==> config.mk <==
export PLATFORM = sky130hd
export DESIGN_NAME = eu_operand_collector
export DESIGN_NICKNAME = d
export VERILOG_FILES = /design/src/rtl/exec_unit_dtypes.sv /design/src/rtl/eu_operand_collector_fifo.sv /design/src/rtl/eu_operand_collector.sv
export SDC_FILE = /design/constraint.sdc
export NUM_CORES = 1
export LEC_CHECK = 0
export BUFFER_PORTS_ARGS = -buffer_cell sky130_fd_sc_hd__buf_2
export CORE_MARGIN = 10
export CORE_UTILIZATION = 49
export CTS_CLUSTER_SIZE = 16
export DETAILED_ROUTE_END_ITERATION = 10
export PLACE_DENSITY = 0.82
export SYNTH_ARGS = -nofsm -noshare
export SYNTH_HDL_FRONTEND = slang
export SYNTH_SLANG_ARGS = --single-unit
==> constraint.sdc <==
create_clock -name i_clk -period 3.3 [get_ports i_clk]
set_clock_uncertainty 0.05 [all_clocks]
set_input_delay 0.66 -clock i_clk [delete_from_list [all_inputs] [get_ports i_clk]]
set_output_delay 0.66 -clock i_clk [all_outputs]
set_load 0.02 [all_outputs]
==> src/rtl/exec_unit_dtypes.sv <==
// Shared exec-unit datatypes: addresses, operands, iqueue entries, cache /
// interconnect / ALPU channel structs and the operand collector FSM state.
// No logic; imported by the operand collector and its instruction FIFO.
package exec_unit_dtypes;

  localparam int DATA_W            = 16;
  localparam int LOG2_NUM_REG      = 4;
  localparam int LOG2_NUM_EU       = 2;
  // Immediate field spans the whole address body so both views of an operand are the same width.
  localparam int IMM_W             = 1 + LOG2_NUM_EU + LOG2_NUM_REG;
  localparam int IQUEUE_DEPTH      = 4;
  localparam int LOG2_IQUEUE_DEPTH = $clog2(IQUEUE_DEPTH);

  typedef struct packed {
    logic [LOG2_NUM_EU-1:0]  eu_idx;
    logic [LOG2_NUM_REG-1:0] reg_idx;
  } type_exec_unit_addr;

  typedef struct packed {
    logic                    is_output;
    logic [LOG2_NUM_EU-1:0]  eu_idx;
    logic [LOG2_NUM_REG-1:0] reg_idx;
  } type_operand_addr;

  typedef struct packed {
    logic [IMM_W-1:0] data;
  } type_operand_imm;

  typedef union packed {
    type_operand_imm  as_immediate;
    type_operand_addr as_addr;
  } type_operand_body;

  // opNm = 0: immediate, opNm = 1: register address (local or foreign).
  typedef struct packed {
    logic             opNm;
    type_operand_body body;
  } type_operand;

  typedef struct packed {
    type_operand        op0;
    type_operand        op1;
    type_exec_unit_addr opd;
  } type_iqueue_entry;

  typedef struct packed {
    logic [DATA_W-1:0] data;
  } type_ycache_data;

  typedef struct packed {
    logic               valid;
    type_exec_unit_addr addr;
    logic [DATA_W-1:0]  data;
  } type_icon_channel;

  typedef struct packed {
    logic ready;
  } type_icon_rx_channel;

  typedef struct packed {
    logic [DATA_W-1:0] op0_data;
    logic              op0_valid;
    logic [DATA_W-1:0] op1_data;
    logic              op1_valid;
    logic              opd_ready;
  } type_alpu_channel_rx;

  typedef enum logic [2:0] {
    OC_IDLE    = 3'd0,
    OC_OPERAND = 3'd1,
    OC_LWAIT   = 3'd2,
    OC_FWAIT   = 3'd3,
    OC_PRESENT = 3'd4
  } type_opcollect_state;

  function automatic type_exec_unit_addr opnd_addr(input type_operand op);
    type_exec_unit_addr a;
    a.eu_idx  = op.body.as_addr.eu_idx;
    a.reg_idx = op.body.as_addr.reg_idx;
    return a;
  endfunction

  function automatic logic [DATA_W-1:0] opnd_imm(input type_operand op);
    return DATA_W'(op.body.as_immediate.data);
  endfunction

endpackage

==> src/rtl/eu_operand_collector_fifo.sv <==
// Purpose: instruction queue FIFO (eu_iqueue_fifo) for the operand collector.
// Latency: push visible at the head one cycle later; head read is combinational (no bypass).
// Backpressure: o_full from the registered count; a push while full is dropped even if a pop
//   happens in the same cycle; a pop while empty is ignored.
// Ports: i_clk, reset (sync, active-high), i_push/i_push_data, i_pop/o_pop_data, o_full, o_empty.
module eu_iqueue_fifo
  import exec_unit_dtypes::*;
#(
  parameter int DEPTH = 4
) (
  input  logic             i_clk,
  input  logic             reset,
  input  logic             i_push,
  input  type_iqueue_entry i_push_data,
  input  logic             i_pop,
  output type_iqueue_entry o_pop_data,
  output logic             o_full,
  output logic             o_empty
);

  localparam int AW = (DEPTH > 1) ? $clog2(DEPTH) : 1;
  localparam int CW = AW + 1;

  type_iqueue_entry r_mem [DEPTH];
  logic [AW-1:0]    r_wr_ptr;
  logic [AW-1:0]    r_rd_ptr;
  logic [CW-1:0]    r_count;
  logic             w_push;
  logic             w_pop;

  assign o_full   = (r_count == CW'(DEPTH));
  assign o_empty  = (r_count == '0);
  assign w_push   = i_push && !o_full;
  assign w_pop    = i_pop && !o_empty;
  assign o_pop_data = r_mem[r_rd_ptr];

  // DEPTH is a power of two, so pointer wrap is the natural AW-bit rollover.
  always_ff @(posedge i_clk) begin
    if (reset) begin
      r_wr_ptr <= '0;
      r_rd_ptr <= '0;
      r_count  <= '0;
    end else begin
      if (w_push) r_wr_ptr <= r_wr_ptr + 1'b1;
      if (w_pop)  r_rd_ptr <= r_rd_ptr + 1'b1;
      case ({w_push, w_pop})
        2'b10:   r_count <= r_count + 1'b1;
        2'b01:   r_count <= r_count - 1'b1;
        default: r_count <= r_count;
      endcase
    end
  end

  always_ff @(posedge i_clk) begin
    if (w_push) r_mem[r_wr_ptr] <= i_push_data;
  end

endmodule

==> src/rtl/eu_operand_collector.sv <==
// Purpose: buffers dispatched instructions and resolves both operands (immediate, local ycache
//   read, or foreign interconnect fetch) before presenting them to the ALPU.
// Latency: push to presentation 4 cycles for imm/imm; +1 per local operand; +1 plus
//   request/response wait per foreign operand.
// Backpressure: o_instr_ready drops when the queue is full; presented operands are held until
//   i_alpu_accept; foreign request held until accepted; non-matching responses are not taken.
// Ports: i_clk, reset, i_instr/_valid/o_instr_ready, o_lc_rd_en/idx, i_lc_rd_data,
//   o_icon_req/i_icon_req_rx, i_icon_resp/o_icon_resp_rx, o_alpu, o_alpu_opd, i_opd_ready,
//   i_alpu_accept; o_stall_cnt only when EU_OPCOLLECT_PERF_EN is defined.
module eu_operand_collector
  import exec_unit_dtypes::*;
#(
  parameter int IQUEUE_DEPTH = 4,
  parameter int EU_IDX       = 0
) (
  input  logic                    i_clk,
  input  logic                    reset,
  input  type_iqueue_entry        i_instr,
  input  logic                    i_instr_valid,
  output logic                    o_instr_ready,
  output logic                    o_lc_rd_en,
  output logic [LOG2_NUM_REG-1:0] o_lc_rd_idx,
  input  type_ycache_data         i_lc_rd_data,
  output type_icon_channel        o_icon_req,
  input  type_icon_rx_channel     i_icon_req_rx,
  input  type_icon_channel        i_icon_resp,
  output type_icon_rx_channel     o_icon_resp_rx,
  output type_alpu_channel_rx     o_alpu,
  output type_exec_unit_addr      o_alpu_opd,
  input  logic                    i_opd_ready,
`ifdef EU_OPCOLLECT_PERF_EN
  input  logic                    i_alpu_accept,
  output logic [31:0]             o_stall_cnt
`else
  input  logic                    i_alpu_accept
`endif
);

  type_opcollect_state r_state;
  type_opcollect_state w_next_state;
  logic                r_sel;
  type_iqueue_entry    r_head;
  logic [DATA_W-1:0]   r_op0_data;
  logic [DATA_W-1:0]   r_op1_data;

  type_iqueue_entry    w_fifo_data;
  logic                w_full;
  logic                w_empty;
  logic                w_pop;

  type_operand         w_cur_op;
  type_exec_unit_addr  w_cur_addr;
  logic                w_is_imm;
  logic                w_is_local;
  logic                w_is_foreign;
  logic                w_resp_hs;
  logic                w_advance;
  logic                w_capture;
  logic [DATA_W-1:0]   w_cap_data;

  eu_iqueue_fifo #(.DEPTH(IQUEUE_DEPTH)) u_iqueue (
    .i_clk       (i_clk),
    .reset       (reset),
    .i_push      (i_instr_valid),
    .i_push_data (i_instr),
    .i_pop       (w_pop),
    .o_pop_data  (w_fifo_data),
    .o_full      (w_full),
    .o_empty     (w_empty)
  );

  assign o_instr_ready = !w_full;
  assign w_pop         = (r_state == OC_IDLE) && !w_empty;

  // Operand currently being resolved; the is_output bit plays no part in source decode.
  assign w_cur_op     = r_sel ? r_head.op1 : r_head.op0;
  assign w_cur_addr   = opnd_addr(w_cur_op);
  assign w_is_imm     = !w_cur_op.opNm;
  assign w_is_local   = w_cur_op.opNm && (w_cur_addr.eu_idx == LOG2_NUM_EU'(EU_IDX));
  assign w_is_foreign = w_cur_op.opNm && !w_is_local;

  assign o_lc_rd_en  = (r_state == OC_OPERAND) && w_is_local;
  assign o_lc_rd_idx = w_cur_addr.reg_idx;

  // Request fields derive only from the head registers, so they stay stable while stalled.
  always_comb begin
    o_icon_req       = '0;
    o_icon_req.valid = (r_state == OC_OPERAND) && w_is_foreign;
    o_icon_req.addr  = w_cur_addr;
  end

  // Only the response for our outstanding address is taken; anything else is left stalled.
  assign w_resp_hs = (r_state == OC_FWAIT) && i_icon_resp.valid && (i_icon_resp.addr == w_cur_addr);
  always_comb begin
    o_icon_resp_rx       = '0;
    o_icon_resp_rx.ready = w_resp_hs;
  end

  always_comb begin
    o_alpu           = '0;
    o_alpu.op0_data  = r_op0_data;
    o_alpu.op1_data  = r_op1_data;
    o_alpu.op0_valid = (r_state == OC_PRESENT);
    o_alpu.op1_valid = (r_state == OC_PRESENT);
    o_alpu.opd_ready = i_opd_ready;
  end
  assign o_alpu_opd = r_head.opd;

  // Advance is folded into the capturing cycle: op0 done -> back to OPERAND for op1,
  // op1 done -> PRESENT.
  always_comb begin
    w_next_state = r_state;
    w_advance    = 1'b0;
    w_capture    = 1'b0;
    w_cap_data   = '0;
    case (r_state)
      OC_IDLE: begin
        if (!w_empty) w_next_state = OC_OPERAND;
      end
      OC_OPERAND: begin
        if (w_is_imm) begin
          w_capture  = 1'b1;
          w_cap_data = opnd_imm(w_cur_op);
          w_advance  = 1'b1;
        end else if (w_is_local) begin
          w_next_state = OC_LWAIT;
        end else if (i_icon_req_rx.ready) begin
          w_next_state = OC_FWAIT;
        end
      end
      OC_LWAIT: begin
        w_capture  = 1'b1;
        w_cap_data = i_lc_rd_data.data;
        w_advance  = 1'b1;
      end
      OC_FWAIT: begin
        if (w_resp_hs) begin
          w_capture  = 1'b1;
          w_cap_data = i_icon_resp.data;
          w_advance  = 1'b1;
        end
      end
      OC_PRESENT: begin
        if (i_alpu_accept) w_next_state = OC_IDLE;
      end
      default: w_next_state = OC_IDLE;
    endcase
    if (w_advance) w_next_state = r_sel ? OC_PRESENT : OC_OPERAND;
  end

  always_ff @(posedge i_clk) begin
    if (reset) begin
      r_state    <= OC_IDLE;
      r_sel      <= 1'b0;
      r_head     <= '0;
      r_op0_data <= '0;
      r_op1_data <= '0;
    end else begin
      r_state <= w_next_state;
      if (w_pop) begin
        r_head <= w_fifo_data;
        r_sel  <= 1'b0;
      end else if (w_advance && !r_sel) begin
        r_sel <= 1'b1;
      end
      if (w_capture) begin
        if (r_sel) r_op1_data <= w_cap_data;
        else       r_op0_data <= w_cap_data;
      end
    end
  end

`ifdef EU_OPCOLLECT_PERF_EN
  logic [31:0] r_stall_cnt;
  logic        w_stall;

  assign w_stall = (r_state == OC_FWAIT) ||
                   ((r_state == OC_OPERAND) && w_is_foreign && !i_icon_req_rx.ready);

  always_ff @(posedge i_clk) begin
    if (reset) begin
      r_stall_cnt <= '0;
    end else if (w_stall && (r_stall_cnt != 32'hFFFF_FFFF)) begin
      r_stall_cnt <= r_stall_cnt + 32'd1;
    end
  end

  assign o_stall_cnt = r_stall_cnt;
`endif

endmodule

# Yosys cells after proc, flatten, opt, wreduce, memory -nomap -nowiden
# Memories as Yosys holds them, arrays and structs flattened. A register that Yosys moved wholly into a read port is not among the register bits.
# Index checks and enable logic that the tools add are counted.
# totals
reg_bits	43
ramBits	88
in_bits	67
output_inout_bits	71
memories	1
# op_classes
n_addsub	4
eq_ne	13
mux	18
bitwise	1
reduce_logical	23
# memory_table
name	depth	word_bits	rd	rd_clocked_by_memory_dff	wr	line	source
u_iqueue.r_mem	4	22	1	1	1	eu_operand_collector_fifo.sv:24	type_iqueue_entry r_mem [DEPTH];
# op_table
op	count
$pmux W16 S3	1
$mux W3	7
$mux W16	1
$pmux W3 S4	1
$logic_and A1 B1 Y1	10
$mux W8	1
$mux W7	1
$eq A3 B2 Y1 const B	2
$eq A3 B3 Y1 const B	2
$eq A6 B6 Y1	1
$logic_not A3 Y1	2
$ne A3 B3 Y1 const B	2
$pmux W3 S2	1
$reduce_and A5 Y1	1
$add A2 B1 Y2 const B	2
$logic_not A1 Y1	4
$mux W1	4
$ne A4 B4 Y1 const B	1
$reduce_and A2 Y1	2
$reduce_or A2 Y1	2
$add A3 B1 Y3 const B	1
$eq A3 B1 Y1 const B	1
$ne A3 B1 Y1 const B	1
$pmux W1 S3	1
other kinds (7)	7

# Logic depth before layout (Yosys ltp)
# Gate-level depths: netlist of the first run.
# depth
ltp_word	7
ltp_mapped	10

# Modules after synthesis
# Synthesis of the first run repeated with hierarchy kept, for this count alone.
# hier_totals
hier_cells	522
area_unflattened_um2	6807.8
# modules_own_cells
mod	n_inst	cells_each	area_per_inst_um2	seq_area_each_um2
eu_iqueue_fifo	1	168	3651.0	2822.7
eu_operand_collector	1	354	3156.8	1161.1

# Worst setup path after synthesis of the first run
# Ideal clock, no wire load.
# synth_timing
path_type	register to register
from	register r_state[0]
to	register u_iqueue.r_count[2]
setup_ns	0.070
arrival_ns	2.360
path_slack_ns	0.820
path_stages_with_launch	11
path_buffers	1
period_less_slack_ns	2.480
path_cell_list	dfxtp_1 -> nor3_1 -> nand2b_1 -> clkinv_1 -> clkbuf_1 -> ha_1 -> inv_1 -> fa_1 -> xor2_1 -> or3_1 -> a21oi_1
# synth_between
elab_chain_cells	5
elab_cells_between_ends	7
cone_classes	eq/ne: 2; mux: 1; reduce/logical: 4
# synth_rtl
item	line	source
from (decl)	eu_operand_collector.sv:39	type_opcollect_state r_state;
from (signal assigned)	eu_operand_collector.sv:159	r_state <= w_next_state;
$logic_not A3 Y1 (*)	eu_operand_collector.sv:73	assign w_pop = (r_state == OC_IDLE) && !w_empty;
$logic_and A1 B1 Y1 (*)	eu_operand_collector.sv:73	
via u_iqueue.i_pop	eu_operand_collector_fifo.sv:15	input logic i_pop,
$logic_and A1 B1 Y1 (*)	eu_operand_collector_fifo.sv:34	assign w_pop = i_pop && !o_empty;
$eq A2 B1 Y1 / $eq A2 B2 Y1 (equally long branches)	eu_operand_collector_fifo.sv:46	case ({w_push, w_pop})
$pmux W3 S2 / $reduce_bool A2 Y1 (equally long branches)	--	
to (signal assigned)	eu_operand_collector_fifo.sv:47	2'b10: r_count <= r_count + 1'b1;
to (signal assigned)	eu_operand_collector_fifo.sv:48	2'b01: r_count <= r_count - 1'b1;
to (signal assigned)	eu_operand_collector_fifo.sv:49	default: r_count <= r_count;
to (decl)	eu_operand_collector_fifo.sv:27	logic [CW-1:0] r_count;
# The timed path passes the listed nets; every way through them passes the cells marked *.
# A chain may end at the register's enable or synchronous reset.

# Final worst setup path of the first run
# layout_timing
from	register r_sel
to	output port o_icon_resp_rx
# layout_between
elab_chain_cells	3
# layout_rtl
item	line	source
from (decl)	eu_operand_collector.sv:41	logic r_sel;
from (signal assigned)	eu_operand_collector.sv:154	r_sel <= 1'b0;
from (signal assigned)	eu_operand_collector.sv:162	r_sel <= 1'b0;
from (signal assigned)	eu_operand_collector.sv:164	r_sel <= 1'b1;
$mux W8	eu_operand_collector.sv:76	assign w_cur_op = r_sel ? r_head.op1 : r_head.op0;
$eq A6 B6 Y1	eu_operand_collector.sv:93	assign w_resp_hs = (r_state == OC_FWAIT) && i_icon_resp.valid && (i_icon_resp.addr == w_cur_addr);
$logic_and A1 B1 Y1	eu_operand_collector.sv:93	
to (decl)	eu_operand_collector.sv:27	output type_icon_rx_channel o_icon_resp_rx,
# Every way passes these cells.

==> summary.txt, run 1 <==
Final layout
  – Finished Cell Area: 0.00768 mm2
  – Layout cell share with drive strength beyond 1: 35.5%
  – Area grow syn2layout: 18.7%
  – Final net count: 674

Yosys
  – Commonest cells post-synth: edfxtp_1, dfxtp_1, nand2_1
  – Top FF cell, synth: edfxtp_1
  – Ranking of synthesized cells by area: edfxtp_1, dfxtp_1, mux4_2
  – Post-synthesis average cell area: 13.3 um2
  – EDFF count, synth: 88
  – Count leader, synth: edfxtp_1
  – Share of the synthesized area in the top cell type: 40.9%
  – Yosys top cell by area: edfxtp_1
  – Cells after Synth: 488
  – Register area share after synthesis: 61.0%
  – Post-Syn Area: 0.00647 mm2
  – Asr flop ratio synth: 0%
  – Yosys cell types: 45
  – Ys Warns: 0
  – Flops & latches, synth: 153

STA
  – Setup violators final: 0
  – Max-slew headroom: 45.6%
  – Crit path time final: 3.06 ns
  – RSZ-0062 raised after global routing: no
  – Setup TNS Final: 0 ns
  – WHS: 0.402 ns
  – Final Hold Fails: 0
  – Max Slew Vio Count: 0
  – Worst-Margin Slew: 0.816 ns
  – F_max: 0.327 GHz
  – Post-route clock period utilization: 92.7%

CTS
  – H-tree Lvls: 4
  – CTS buffer count: 17
  – Post-CTS Repair Setup Buffers: 0
  – Clock sinks: 153
  – CTS tree: done
  – Clock-pin slew on the worst setup and hold paths: 0.06 ns
  – Clock tree root driver cell: clkbuf_16
  – Worst-Skew Late Latency: 0.42 ns
  – Clock Tree Buf Depth: 2

Route
  – Total wire length: 15.5 mm
  – Post-route ant nets: 0
  – Number of DRC markers in iteration 0: 332
  – Via density: 5.50
  – DRC: 0
  – Met3 WL post-DR: 1.80 mm
  – Via Count: 4,338
  – DRT Pass-1 Iters: 5
  – Wl on met1: 5.78 mm
  – Routed WL per cell: 19.7 um
  – Highest routed metal layer: met4
  – Met2 wire length: 7.75 mm

Global route
  – Global-route wire length before repair: 24.3 mm
  – Global Route Usage Sum: 17.1%
  – Total global routing overflow: 0
  – Vias in the first global route: 4,483
  – Initial antenna violation count: 2
  – Largest net degree at the start of global routing: 39

Job
  – Max-cap violations: 0

Placed design
  – Placed cell area: 0.00711 mm2
  – IO buf count: 119
  – RePlAce Congestion: 0.860
  – Dpl hpwl: 11.2 mm

Die
  – Area of the die: 0.0182 mm2
  – Initial core utilization: 50.6%
  – Ports: 138
  – Die Ht: 135 um
  – # rows: 41
  – Overall die width: 135 um
  – Core ar.: 0.0128 mm2

Pwr
  – PwrDens: 910 mW/mm2
  – P_leak: 2.88 nW
  – Tot Pwr: 6.98 mW
  – VDD IR max: 0.792 mV

Setup path
  – Worst EP arrival: 2.35 ns
  – CP endpoint kind: output pin
  – CP max FO: 14
  – Setup crit start kind: flip-flop
  – Worst EP required: 2.59 ns
  – R2r setup slk: 0.59 ns
  – Setup CP Type: reg2out

Hold path
  – Hold/Removal Path Class: in2reg

Status
  – Status: finished, final reports clean
==> critical path, cell delays in order, from the launching register on <==
cell and delay (ns):
dfxtp_2 0.53, mux2i_1 0.46, xor2_1 0.26, nand4b_1 0.18, nor4_4 0.25, buf_2 0.24
==> timing repair <==
item,4_1_cts,5_1_grt
endpoints found under the hold margin,0,0
hold buffers,0,0
gates resized for setup,0,1
setup endpoints to repair,0,1
==> where the power goes <==
group          internal (mW)  leakage [nW]  switching [mW]
Clock                   1.10         0.268           0.732
Sequential              2.43          1.34           0.250
Combinational          0.909          1.27            1.56
==> per-stage QoR <==
| stage | instances | utilization [%] | setup slack, ns |
|---|---|---|---|
| 2_1_floorplan | 503 | - | 0.820 |
| 3_3_place_gp | 754 | 55.7 | 0.565 |
| 3_5_place_dp | 754 | 55.7 | 0.427 |
| 4_1_cts | 786 | 60.0 | 0.0312 |
| 5_1_grt | 787 | 60.1 | 0.141 |
| 6_report | 789 | 60.1 | 0.240 |
==> cells in the final DEF, fill, tap and decap left out, types with 3 or more instances in the layout <==
cell type  Yosys  routed
and3_1         5       5
o21ai_0        3       3
buf_4         33      16
conb_1         1      16
and2_1         3       3
xnor2_1        5       5
nor2_1        33      33
mux2i_1        6       6
buf_2          5     119
a22oi_2        9       9
a211oi_1      15      15
a21oi_1       44      44
diode_2        0       3
or3_1          3       3
clkinv_1       1       6
dfxtp_1       65      64
nand2_1       49      49
inv_1         14      14
ha_1           5       5
a211oi_2      18      18
nand2b_1       4       4
xor2_1         6       6
clkbuf_16      0      17
edfxtp_1      88      88
mux4_2        22      22
nor3_1         5       5
a221oi_1       7       7
==> layout make-up <==
type | count | area, um2
diodes | 3 | 7.51
clock buffers | 18 | 429
clock inverters | 14 | 130
fillers | 981 | 5100
inverters | 15 | 56.3
multi-input cells | 278 | 2160
flip-flops and latches | 153 | 3950
well taps | 172 | 215
repair buffers | 136 | 736
==> registers in the layout, summed over array words and instances, names as in the netlist <==
name and cells:
o_alpu_opd 6, r_head 16, r_op0_data 16, r_op1_data 16, r_sel 1, r_state 3
u_iqueue.r_count 3, u_iqueue.r_mem 88, u_iqueue.r_rd_ptr 2, u_iqueue.r_wr_ptr 2
==> cell families after synthesis <==
| family | Yosys count | share of synthesized area (%) |
|---|---|---|
| xor+xnor | 11 | 1.49 |
| other cells | 1 | 0.0580 |
| fa+ha+maj | 6 | 1.28 |
| mux | 30 | 9.01 |
| buf+inv | 72 | 6.54 |
| simple gates | 113 | 8.16 |
| compound gates | 102 | 12.5 |
| flops | 153 | 61.0 |
==> path summary, 6_finish.rpt <==
| check | startpoint | end | depth (start not counted) |
|---|---|---|---|
| worst min register to register | o_alpu_opd[1] | o_alpu_opd[1] | 2 |
| worst min-delay path | i_instr[2] | u_iqueue.r_mem[2][2] | 1 |
| worst max register to register | r_sel | r_op1_data[5] | 6 |
| worst max-delay path | r_sel | o_icon_resp_rx | 5 |
==> per-layer routing <==
metal  track usage (%)  up-vias
met5                 0        -
met4              5.74        0
met3              6.94       15
met2              29.0      217
met1              19.0     2116
li1                  -     1990
No activity file was read; power rests on OpenSTA's default activity.
==> inputs of run 2 (changes only) <==
--- a/config.mk
+++ b/config.mk
@@ -8,9 +8,11 @@
 export BUFFER_PORTS_ARGS = -buffer_cell sky130_fd_sc_hd__buf_2
 export CORE_MARGIN = 10
 export CORE_UTILIZATION = 49
+export CTS_CLUSTER_DIAMETER = 60
 export CTS_CLUSTER_SIZE = 16
 export DETAILED_ROUTE_END_ITERATION = 10
-export PLACE_DENSITY = 0.82
+export PLACE_DENSITY = 0.81
 export SYNTH_ARGS = -nofsm -noshare
 export SYNTH_HDL_FRONTEND = slang
+export SYNTH_HIERARCHICAL = 1
 export SYNTH_SLANG_ARGS = --single-unit
==> run 2 against run 1 <==
Clock power up 8%. Critical endpoint unchanged. Sequential power about the same. Largest cell class unchanged. Synthesized cell count increased by 7.0%. Count of clock-buffer cells in the layout rose by 2.
==> summary.txt, run 2 <==
Yosys
  – EDFF count, synth: 88
  – Ranking of synthesized cells by area: edfxtp_1, dfxtp_1, mux4_2
  – Count leader, synth: edfxtp_1
  – Post-Synth XOR/XNOR Area: 1.29%
  – Mux contribution to synthesized area: 9.45%
  – Post-synthesis average cell area: 13.0 um2
  – Asr flop ratio synth: 0%
  – Top FF cell, synth: edfxtp_1
  – Share of the synthesized area in the top cell type: 38.8%
  – Yosys top cell by area: edfxtp_1
  – Post-Syn Area: 0.00681 mm2
  – Cells after Synth: 522
  – Largest family of logic cells by synthesized area: compound AO/OA/AOI/OAI gates
  – Synth Area in Simple Gates: 7.96%
  – Compound-Gate Fraction of Synth Area: 14.5%
  – Flops & latches, synth: 155
  – Yosys cell types: 53
  – Commonest cells post-synth: edfxtp_1, dfxtp_1, nand2_1
  – Adder-Cell Fraction of Synth Area: 1.21%
  – Register area share after synthesis: 58.5%
  – Ys Warns: 6

Setup path
  – Worst EP arrival: 2.45 ns
  – Slowest-stage cell, CP: or4_1
  – CP endpoint kind: output pin
  – Highest cell delay on the worst timing path: 0.60 ns
  – CP max FO: 7
  – Critical path startpoint: r_sel
  – R2R depth: 5
  – Start of the worst register-to-register path: r_sel
  – Setup CP Type: reg2out
  – Kind of cell adding the most delay to the critical path: simple AND/OR/NAND/NOR gates
  – Buf+Inv Stages, Crit Path: 1
  – RR Endpoint: r_op1_data[10]
  – Worst EP required: 2.59 ns
  – Critical Path End: o_icon_resp_rx
  – R2r setup slk: 0.69 ns
  – Critical-path cell list: mux2i_4, xnor2_1, or4_1, nor4_4, buf_2
  – Worst path depth: 5
  – Setup crit start kind: flip-flop

STA
  – WHS: 0.396 ns
  – Crit path time final: 3.16 ns
  – Post-route clock period utilization: 95.7%
  – Setup violators final: 0
  – Setup TNS Final: 0 ns
  – F_max: 0.317 GHz
  – Max-slew headroom: 28.3%
  – Worst-Margin Slew: 1.07 ns
  – RSZ-0062 raised after global routing: no
  – Max Slew Vio Count: 0
  – Final Hold Fails: 0

CTS
  – H-tree Lvls: 4
  – Clock sinks: 155
  – Worst-Skew Late Latency: 0.42 ns
  – Clock tree root driver cell: clkbuf_16
  – CTS tree: done
  – Hold Buf Count CTS: 0
  – Clock Tree Buf Depth: 2
  – Clock-pin slew on the worst setup and hold paths: 0.06 ns
  – CTS buffer count: 17

Route
  – Number of DRC markers in iteration 0: 289
  – Via Count: 4,745
  – Via density: 5.75
  – Total wire length: 16.6 mm
  – Post-route ant nets: 0
  – DRC: 0
  – DRT Pass-1 Iters: 4
  – Routed WL per cell: 20.1 um

Final layout
  – Layout cell share with drive strength beyond 1: 33.0%
  – Fill count: 1,092
  – Final net count: 703
  – Most frequent cells in the layout: buf_2, edfxtp_1, dfxtp_1
  – Max reg flops: 88
  – Area grow syn2layout: 18.3%
  – Top reg by flops: u_iqueue/r_mem
  – Most common cell after layout, fill and taps aside: buf_2

Global route
  – Largest net degree at the start of global routing: 46
  – Global Route Usage Sum: 17.5%
  – Vias in the first global route: 4,872
  – Global-route wire length before repair: 25.8 mm
  – Initial antenna violation count: 5
  – Total global routing overflow: 0

Pwr
  – P_leak: 2.98 nW
  – VDD IR max: 0.612 mV
  – Sw Share: 36.7%
  – Clk network pwr share: 27.1%
  – PwrDens: 907 mW/mm2
  – Reg power frac: 36.9%
  – Combinational Power Share: 35.9%
  – Total net switching power: 2.68 mW
  – Internal power: 4.62 mW

Placed design
  – IO buf count: 119
  – RePlAce Congestion: 0.836
  – Dpl hpwl: 11.7 mm

Die
  – # rows: 43
  – Area of the die: 0.0190 mm2
  – Core ar.: 0.0137 mm2
  – Overall die width: 138 um
  – Initial core utilization: 49.6%
  – Ports: 138
  – Die Ht: 138 um

Hold path
  – Hold/Removal Path Class: in2reg

Job
  – Max-cap violations: 0

Status
  – Status: finished, final reports clean
## run 2: worst min path at each step
stage             startpoint               endpoint  depth (start not counted)
2_1_floorplan     r_head[14]             r_head[14]                          2
3_3_place_gp   o_alpu_opd[5]          o_alpu_opd[5]                          2
3_5_place_dp   o_alpu_opd[1]          o_alpu_opd[1]                          2
4_1_cts          i_instr[21]  u_iqueue/r_mem[3][21]                          1
5_1_grt          i_instr[21]  u_iqueue/r_mem[0][21]                          1
6_report         i_instr[10]  u_iqueue/r_mem[0][10]                          1
## run 2: timing repair
item | 4_1_cts | 5_1_grt
gates cloned | 0 | 0
setup endpoints to repair | 1 | 1
buffers inserted | 0 | 1
pin swaps | 1 | 1
gates resized for setup | 1 | 2
## run 2: metrics by stage
| step | power [mW] | setup WS (ns) | instances | instance area, um2 | utilization [%] |
|---|---|---|---|---|---|
| 3_5_place_dp | 5.33 | 0.196 | 790 | 7420 | 54.1 |
| 2_1_floorplan | 4.65 | 0.675 | 537 | 6860 | - |
| 4_1_cts | 7.33 | 0.0501 | 822 | 8030 | 58.5 |
| 6_report | 7.30 | 0.141 | 825 | 8050 | 58.7 |
| 3_3_place_gp | 5.23 | 0.284 | 790 | 7420 | 54.1 |
| 5_1_grt | 7.70 | 0.0645 | 823 | 8050 | 58.6 |
## run 2: cell type report
| type | instances | area (um2) | share of cell area (%) |
|---|---|---|---|
| antenna | 2 | 5.00 | 0.0622 |
| clock buffer | 20 | 447 | 5.55 |
| clock inverter | 12 | 164 | 2.04 |
| inverter | 18 | 67.6 | 0.839 |
| multi-input combinational | 301 | 2410 | 30.0 |
| sequential | 155 | 3990 | 49.5 |
| tap | 180 | 225 | 2.80 |
| timing repair buffer | 137 | 743 | 9.23 |
## run 2: kinds of logic (layout without fill, tap and decap cells)
| kind of cell | Yosys count | count (layout) |
|---|---|---|
| simple gates | 104 | 104 |
| mux | 34 | 34 |
| xor+xnor | 10 | 10 |
| buf+inv | 81 | 187 |
| fa+ha+maj | 6 | 6 |
| compound gates | 131 | 131 |
| flops | 155 | 155 |
| other cells | 1 | 18 |
## run 2: routing by layer
| metal | track usage [%] | part of all wire, % | vias to the layer above |
|---|---|---|---|
| met2 | 29.3 | 48 | 246 |
| met1 | 20.0 | 37 | 2282 |
| met3 | 7.25 | 13 | 34 |
| li1 | - | - | 2177 |
| met5 | 0 | 0.21 | - |
| met4 | 5.50 | 1.6 | 6 |
## run 2: power groups by stage
stage	sequential (mW)	clock (mW)	combinational, mW
after floorplan	2.80	0	1.85
after global placement	2.69	0	2.53
after detailed placement	2.73	0	2.61
after CTS	2.69	2.01	2.63
after global routing	2.74	2.11	2.86
final	2.70	1.98	2.62
